--- src/rtl/keyboard_common.sv ---
// Shared PS/2 keyboard constants, LED bundle type and LED-controller state encoding.
package keyboard_common;

    localparam logic [7:0] KBD_CMD_SET_LEDS = 8'hED;
    localparam logic [7:0] KBD_RSP_ACK      = 8'hFA;
    localparam logic [7:0] KBD_RSP_RESEND   = 8'hFE;
    localparam logic [7:0] KBD_RSP_BAT_OK   = 8'hAA;

    typedef struct packed {
        logic caps;
        logic num;
        logic scroll;
    } kbd_leds_t;

    typedef enum logic [2:0] {
        ST_IDLE         = 3'd0,
        ST_SEND_CMD     = 3'd1,
        ST_WAIT_CMD_ACK = 3'd2,
        ST_SEND_ARG     = 3'd3,
        ST_WAIT_ARG_ACK = 3'd4
    } kbd_state_t;

endpackage

--- src/rtl/ps2_kbd_led_ctrl.sv ---
// PS/2 keyboard LED sequencer: sends ED + LED byte, handles ACK/RESEND/timeout retries
// and forwards all non-response bytes to the scan-code path.
//
// state           | meaning
// ST_IDLE         | no transaction; start one when a request is pending
// ST_SEND_CMD     | offering 8'hED to the transmitter
// ST_WAIT_CMD_ACK | waiting for FA/FE (or timeout) after ED
// ST_SEND_ARG     | offering the LED byte to the transmitter
// ST_WAIT_ARG_ACK | waiting for FA/FE (or timeout) after the LED byte
module ps2_kbd_led_ctrl
    import keyboard_common::*;
#(
    parameter int TIMEOUT_CYCLES = 1_000_000,
    parameter int MAX_RETRIES    = 3
) (
    input  logic       clk_i,
    input  logic       rst_i,
    input  logic [2:0] leds_i,
    input  logic       leds_valid_i,
    input  logic [7:0] rx_data_i,
    input  logic       rx_valid_i,
    output logic [7:0] tx_data_o,
    output logic       tx_valid_o,
    input  logic       tx_ready_i,
    output logic [7:0] scan_data_o,
    output logic       scan_valid_o,
    output logic       busy_o,
    output logic       error_o
);

    localparam int TMR_W = $clog2(TIMEOUT_CYCLES + 1);
    localparam int RTY_W = $clog2(MAX_RETRIES + 1);
    // Timer is loaded with N-1 and expires on the cycle it reads zero, i.e. N cycles in WAIT.
    localparam logic [TMR_W-1:0] TMR_LOAD = TMR_W'(TIMEOUT_CYCLES - 1);
    localparam logic [RTY_W-1:0] RTY_MAX  = RTY_W'(MAX_RETRIES);

    kbd_state_t       state_q, state_d;
    logic [TMR_W-1:0] tmr_q, tmr_d;
    logic [RTY_W-1:0] rty_q, rty_d;
    logic             pending_q;
    kbd_leds_t        pend_leds_q;
    kbd_leds_t        led_q;
    logic             error_q, error_d;
    logic [7:0]       scan_data_q;
    logic             scan_valid_q;
    logic             take_req;

    logic wait_st, rx_ack, rx_rsd, rx_bat, rx_consume, tx_fire;

    assign wait_st    = (state_q == ST_WAIT_CMD_ACK) || (state_q == ST_WAIT_ARG_ACK);
    assign rx_ack     = rx_valid_i && (rx_data_i == KBD_RSP_ACK);
    assign rx_rsd     = rx_valid_i && (rx_data_i == KBD_RSP_RESEND);
    assign rx_bat     = rx_valid_i && (rx_data_i == KBD_RSP_BAT_OK);
    assign rx_consume = wait_st && (rx_ack || rx_rsd);
    assign tx_fire    = tx_valid_o && tx_ready_i;

    always_comb begin
        state_d  = state_q;
        tmr_d    = tmr_q;
        rty_d    = rty_q;
        error_d  = 1'b0;
        take_req = 1'b0;
        case (state_q)
            ST_IDLE: begin
                if (pending_q) begin
                    state_d  = ST_SEND_CMD;
                    take_req = 1'b1;
                    rty_d    = '0;
                end
            end
            ST_SEND_CMD: begin
                if (tx_fire) begin
                    state_d = ST_WAIT_CMD_ACK;
                    tmr_d   = TMR_LOAD;
                end
            end
            ST_SEND_ARG: begin
                if (tx_fire) begin
                    state_d = ST_WAIT_ARG_ACK;
                    tmr_d   = TMR_LOAD;
                end
            end
            ST_WAIT_CMD_ACK, ST_WAIT_ARG_ACK: begin
                if (rx_ack) begin
                    state_d = (state_q == ST_WAIT_CMD_ACK) ? ST_SEND_ARG : ST_IDLE;
                    rty_d   = '0;
                end else if (rx_rsd || (tmr_q == '0)) begin
                    if (rty_q == RTY_MAX) begin
                        state_d = ST_IDLE;
                        error_d = 1'b1;
                        rty_d   = '0;
                    end else begin
                        state_d = (state_q == ST_WAIT_CMD_ACK) ? ST_SEND_CMD : ST_SEND_ARG;
                        rty_d   = rty_q + RTY_W'(1);
                    end
                end else begin
                    tmr_d = tmr_q - TMR_W'(1);
                end
            end
            default: state_d = ST_IDLE;
        endcase
    end

    always_ff @(posedge clk_i) begin
        if (rst_i) begin
            state_q      <= ST_IDLE;
            tmr_q        <= '0;
            rty_q        <= '0;
            pending_q    <= 1'b0;
            pend_leds_q  <= '0;
            led_q        <= '0;
            error_q      <= 1'b0;
            scan_data_q  <= 8'h00;
            scan_valid_q <= 1'b0;
        end else begin
            state_q <= state_d;
            tmr_q   <= tmr_d;
            rty_q   <= rty_d;
            error_q <= error_d;

            if (take_req) begin
                led_q <= pend_leds_q;
            end

            // A host request beats a same-cycle BAT; BAT only replays the latched LEDs
            // when no newer request is already queued.
            if (leds_valid_i) begin
                pending_q   <= 1'b1;
                pend_leds_q <= kbd_leds_t'(leds_i);
            end else if (rx_bat) begin
                pending_q <= 1'b1;
                if (!pending_q) begin
                    pend_leds_q <= led_q;
                end
            end else if (take_req) begin
                pending_q <= 1'b0;
            end

            scan_valid_q <= rx_valid_i && !rx_consume;
            if (rx_valid_i && !rx_consume) begin
                scan_data_q <= rx_data_i;
            end
        end
    end

    always_comb begin
        case (state_q)
            ST_SEND_CMD: tx_data_o = KBD_CMD_SET_LEDS;
            ST_SEND_ARG: tx_data_o = {5'b00000, led_q};
            default:     tx_data_o = 8'h00;
        endcase
    end

    assign tx_valid_o   = (state_q == ST_SEND_CMD) || (state_q == ST_SEND_ARG);
    assign busy_o       = (state_q != ST_IDLE);
    assign error_o      = error_q;
    assign scan_data_o  = scan_data_q;
    assign scan_valid_o = scan_valid_q;

endmodule

--- config.mk ---
export PLATFORM = sky130hd
export DESIGN_NAME = ps2_kbd_led_ctrl
export DESIGN_NICKNAME = d
export VERILOG_FILES = /design/src/rtl/keyboard_common.sv /design/src/rtl/ps2_kbd_led_ctrl.sv
export SDC_FILE = /design/constraint.sdc
export NUM_CORES = 1
export LEC_CHECK = 0
export CELL_PAD_IN_SITES_DETAIL_PLACEMENT = 1
export CELL_PAD_IN_SITES_GLOBAL_PLACEMENT = 1
export CORE_MARGIN = 10
export CORE_UTILIZATION = 49
export CTS_BUF_LIST = sky130_fd_sc_hd__clkbuf_8
export DETAILED_ROUTE_END_ITERATION = 10
export DONT_BUFFER_PORTS = 1
export PLACE_DENSITY = 0.78
export REMOVE_ABC_BUFFERS = 1
export SYNTH_ARGS = -nofsm -noshare
export SYNTH_HDL_FRONTEND = slang
export SYNTH_SLANG_ARGS = --single-unit
--- constraint.sdc ---
create_clock -name clk_i -period 2.8 [get_ports clk_i]
set_clock_uncertainty 0.1 [all_clocks]
set_input_delay 0.42 -clock clk_i [delete_from_list [all_inputs] [get_ports clk_i]]
set_output_delay 0.42 -clock clk_i [all_outputs]
set_load 0.005 [all_outputs]
==> reports/results.ini <==
[synthesis]
yosys.area.top_type_share=0.380
syn_area_per_cell_sq_um=8.64
yosys-top-cells-count=42 x dfxtp_1, 35 x nor2_1, 21 x a21oi_1
synth_top_area_cell=dfxtp_1
ys_seq_area_frac=0.380
synth_edf_count=0
synthCells=256
ys_top_cells_by_area=dfxtp_1 38%, nor2_1 5.9%, xor2_1 5.9%
synth_top_flop_cell=dfxtp_1
ys_types=53
yosysMostFrequentCell=dfxtp_1
synth_area_sq_um=2210
synth-seq-cells=42
async_flop_share=0
yosys_warnings=0

[worst_setup_path]
crit_top_cell=a21oi_1
critical_path.startpoint=state_q[1]$_SDFFE_PP0P_
r2r-end=tmr_q[18]$_SDFFE_PP0P_
rr_worst_depth=6
crit_fanout=15
critical_path_class=reg -> reg
endpoint_kind=flip-flop
critPathSlowestCell=dfxtp_1
startpoint_type=flip-flop
worst-path-stages=6
max_stage_delay_ps=640
cp_num_buf_inv=0
critPathRequiredTime_ps=2910
cp-endpoint=tmr_q[18]$_SDFFE_PP0P_
critical_path_arrival_ps=2470
r2r_start=state_q[1]$_SDFFE_PP0P_
critical-path-top-delay-family=compound AO/OA/AOI/OAI gates
crit_chain=xnor2_1, nor3_2, a21oi_1, nand4_1, xor2_1, a21oi_1
r2r_slack_ps=450

[global_routing]
grt_max_degree=36
grt_antenna_before_repair=0
grt_usage=0.144
grt_remaining_overflow=0
first_global_vias=1885
grt_pass1_wl_microns=9060

[placement]
io_buffers=0
postPlaceCellArea_sq_um=2190
gp_congestion=0.830
dp_hpwl_microns=3890
dp_cells=297

[clock_tree]
clock_path_buffers=2
cts_buffers=5
cts_sinks=42
clk_pin_slew_ps=80
clk_latency_ps=280
cts_root_buffer=clkbuf_8
cts_tree=done
post_cts_resized=0
postCtsSetupRepairBufs=0
h-tree-depth=2
cts_hold_buffers=0

[routing]
viasPerCell=5.93
drt_iter0_markers=121
drc=0
ant_nets=0
vias=1810
wl_per_cell_microns=17.3
wl_microns=5280
firstDrtPassIters=4

[die]
initial_utilization=0.508
die_area_sq_um=7600
io-pin-count=36
die_w_microns=87.2
die_h_microns=87.2
num_rows=24
fp.coreArea_sq_um=4350

[layout]
fin_cells=305
drive_gt1_frac=0.111
fin_area_sq_um=2300
fin_nets=271
insertedDiodeCount=0
post-route-util=0.529
syn2layout_area_growth_pct=4.07

[worst_hold_path]
hold_class=in -> reg
hold_depth=1

[sta]
worst_pin_slew_ps=800
fmax_mhz=425
period_needed_ps=2350
finalSetupViolCount=0
hold_violations=0
drv_slew=0
final.setup.tns_ps=0
rsz0062_at_grt=no
fin_crit_sh=0.840
relSlewSlack=0.462

[power]
leakage_nw=0.862
power_density_nw_per_um2=1230
report.power.total_mw=2.82
peakVddDrop_v=0.000535

[status]
run_status=completed

[run]
cap_violations=0

[registers in the layout, indices dropped and copies added (netlist names)]
signal        count
led_q             3
state_q           3
scan_data_o       8
tmr_q            20
scan_valid_o      1
pend_leds_q       3
pending_q         1
rty_q             2
error_o           1
[how the worst min path moves through the flow]
stage | startpoint | end | slack [ps]
after floorplan | rty_q[1]$_SDFFE_PP0P_ | rty_q[1]$_SDFFE_PP0P_ | 330
after global placement | rty_q[1]$_SDFFE_PP0P_ | rty_q[1]$_SDFFE_PP0P_ | 350
after detailed placement | rty_q[1]$_SDFFE_PP0P_ | rty_q[1]$_SDFFE_PP0P_ | 370
after CTS | rst_i | pending_q$_SDFFE_PP0P_ | 90
after global routing | rst_i | tmr_q[3]$_SDFFE_PP0P_ | 80
final | rst_i | pending_q$_SDFFE_PP0P_ | 100
[area by class of cell]
cell class | count | area, sq um
Clock inverter | 3 | 41.3
Clock buffer | 5 | 68.8
Tap cell | 52 | 65.1
Multi-Input combinational cell | 188 | 1210
Timing Repair Buffer | 4 | 30.0
Sequential cell | 42 | 841
Inverter | 11 | 41.3
Fill cell | 517 | 2050
[through the flow]
| step | setup WS (ps) | hold slack, ps |
|---|---|---|
| finish | 448 | 95.1 |
| global route | 319 | 77.9 |
| CTS | 462 | 89.8 |
| detailed placement | 522 | 369 |
| global placement | 589 | 347 |
| floorplan | 472 | 330 |
[logic make-up (layout without fill, tap and decap cells)]
family	after synthesis	after routing	share of synthesized area
other	1	1	0.00170
adders and majority gates	3	3	0.0170
xor gates and xnor gates	16	16	0.0634
muxes	12	12	0.0549
buffers and inverters	26	23	0.0707
AOI/OAI and AO/OA	48	48	0.145
DFF	42	42	0.380
and+or+nand+nor	108	108	0.268
[placed cells by master (no fill, tap or decap), drive strengths merged, types with 2 or more instances in the layout]
master  instances
nand3          13
and3            2
a221oi          2
a31oi           3
or3             4
a211oi          3
ha              3
nor3            7
nor2           35
nand4           2
clkbuf          5
dfxtp          42
nand2b          3
nand3b          3
inv            12
buf             4
or2             5
nor2b           2
nand2          18
mux2i          11
o21ai           9
o211ai          2
a21oi          22
nand4b          4
xor2           15
a311oi          2
nor4            6
[routing by layer]
layer	wire length [microns]	share of wire	track usage
met1	2410	0.46	0.175
met5	0	0	0
met3	401	0.076	0.0571
met2	2420	0.46	0.235
met4	51	0.0097	0.0333
[power breakdown]
group	internal, mW	switching, mW
Clock	0.262	0.198
Combinational	0.553	0.845
Sequential	0.757	0.206
Total	1.57	1.25
Note: power is estimated with default switching activity, not from simulation.
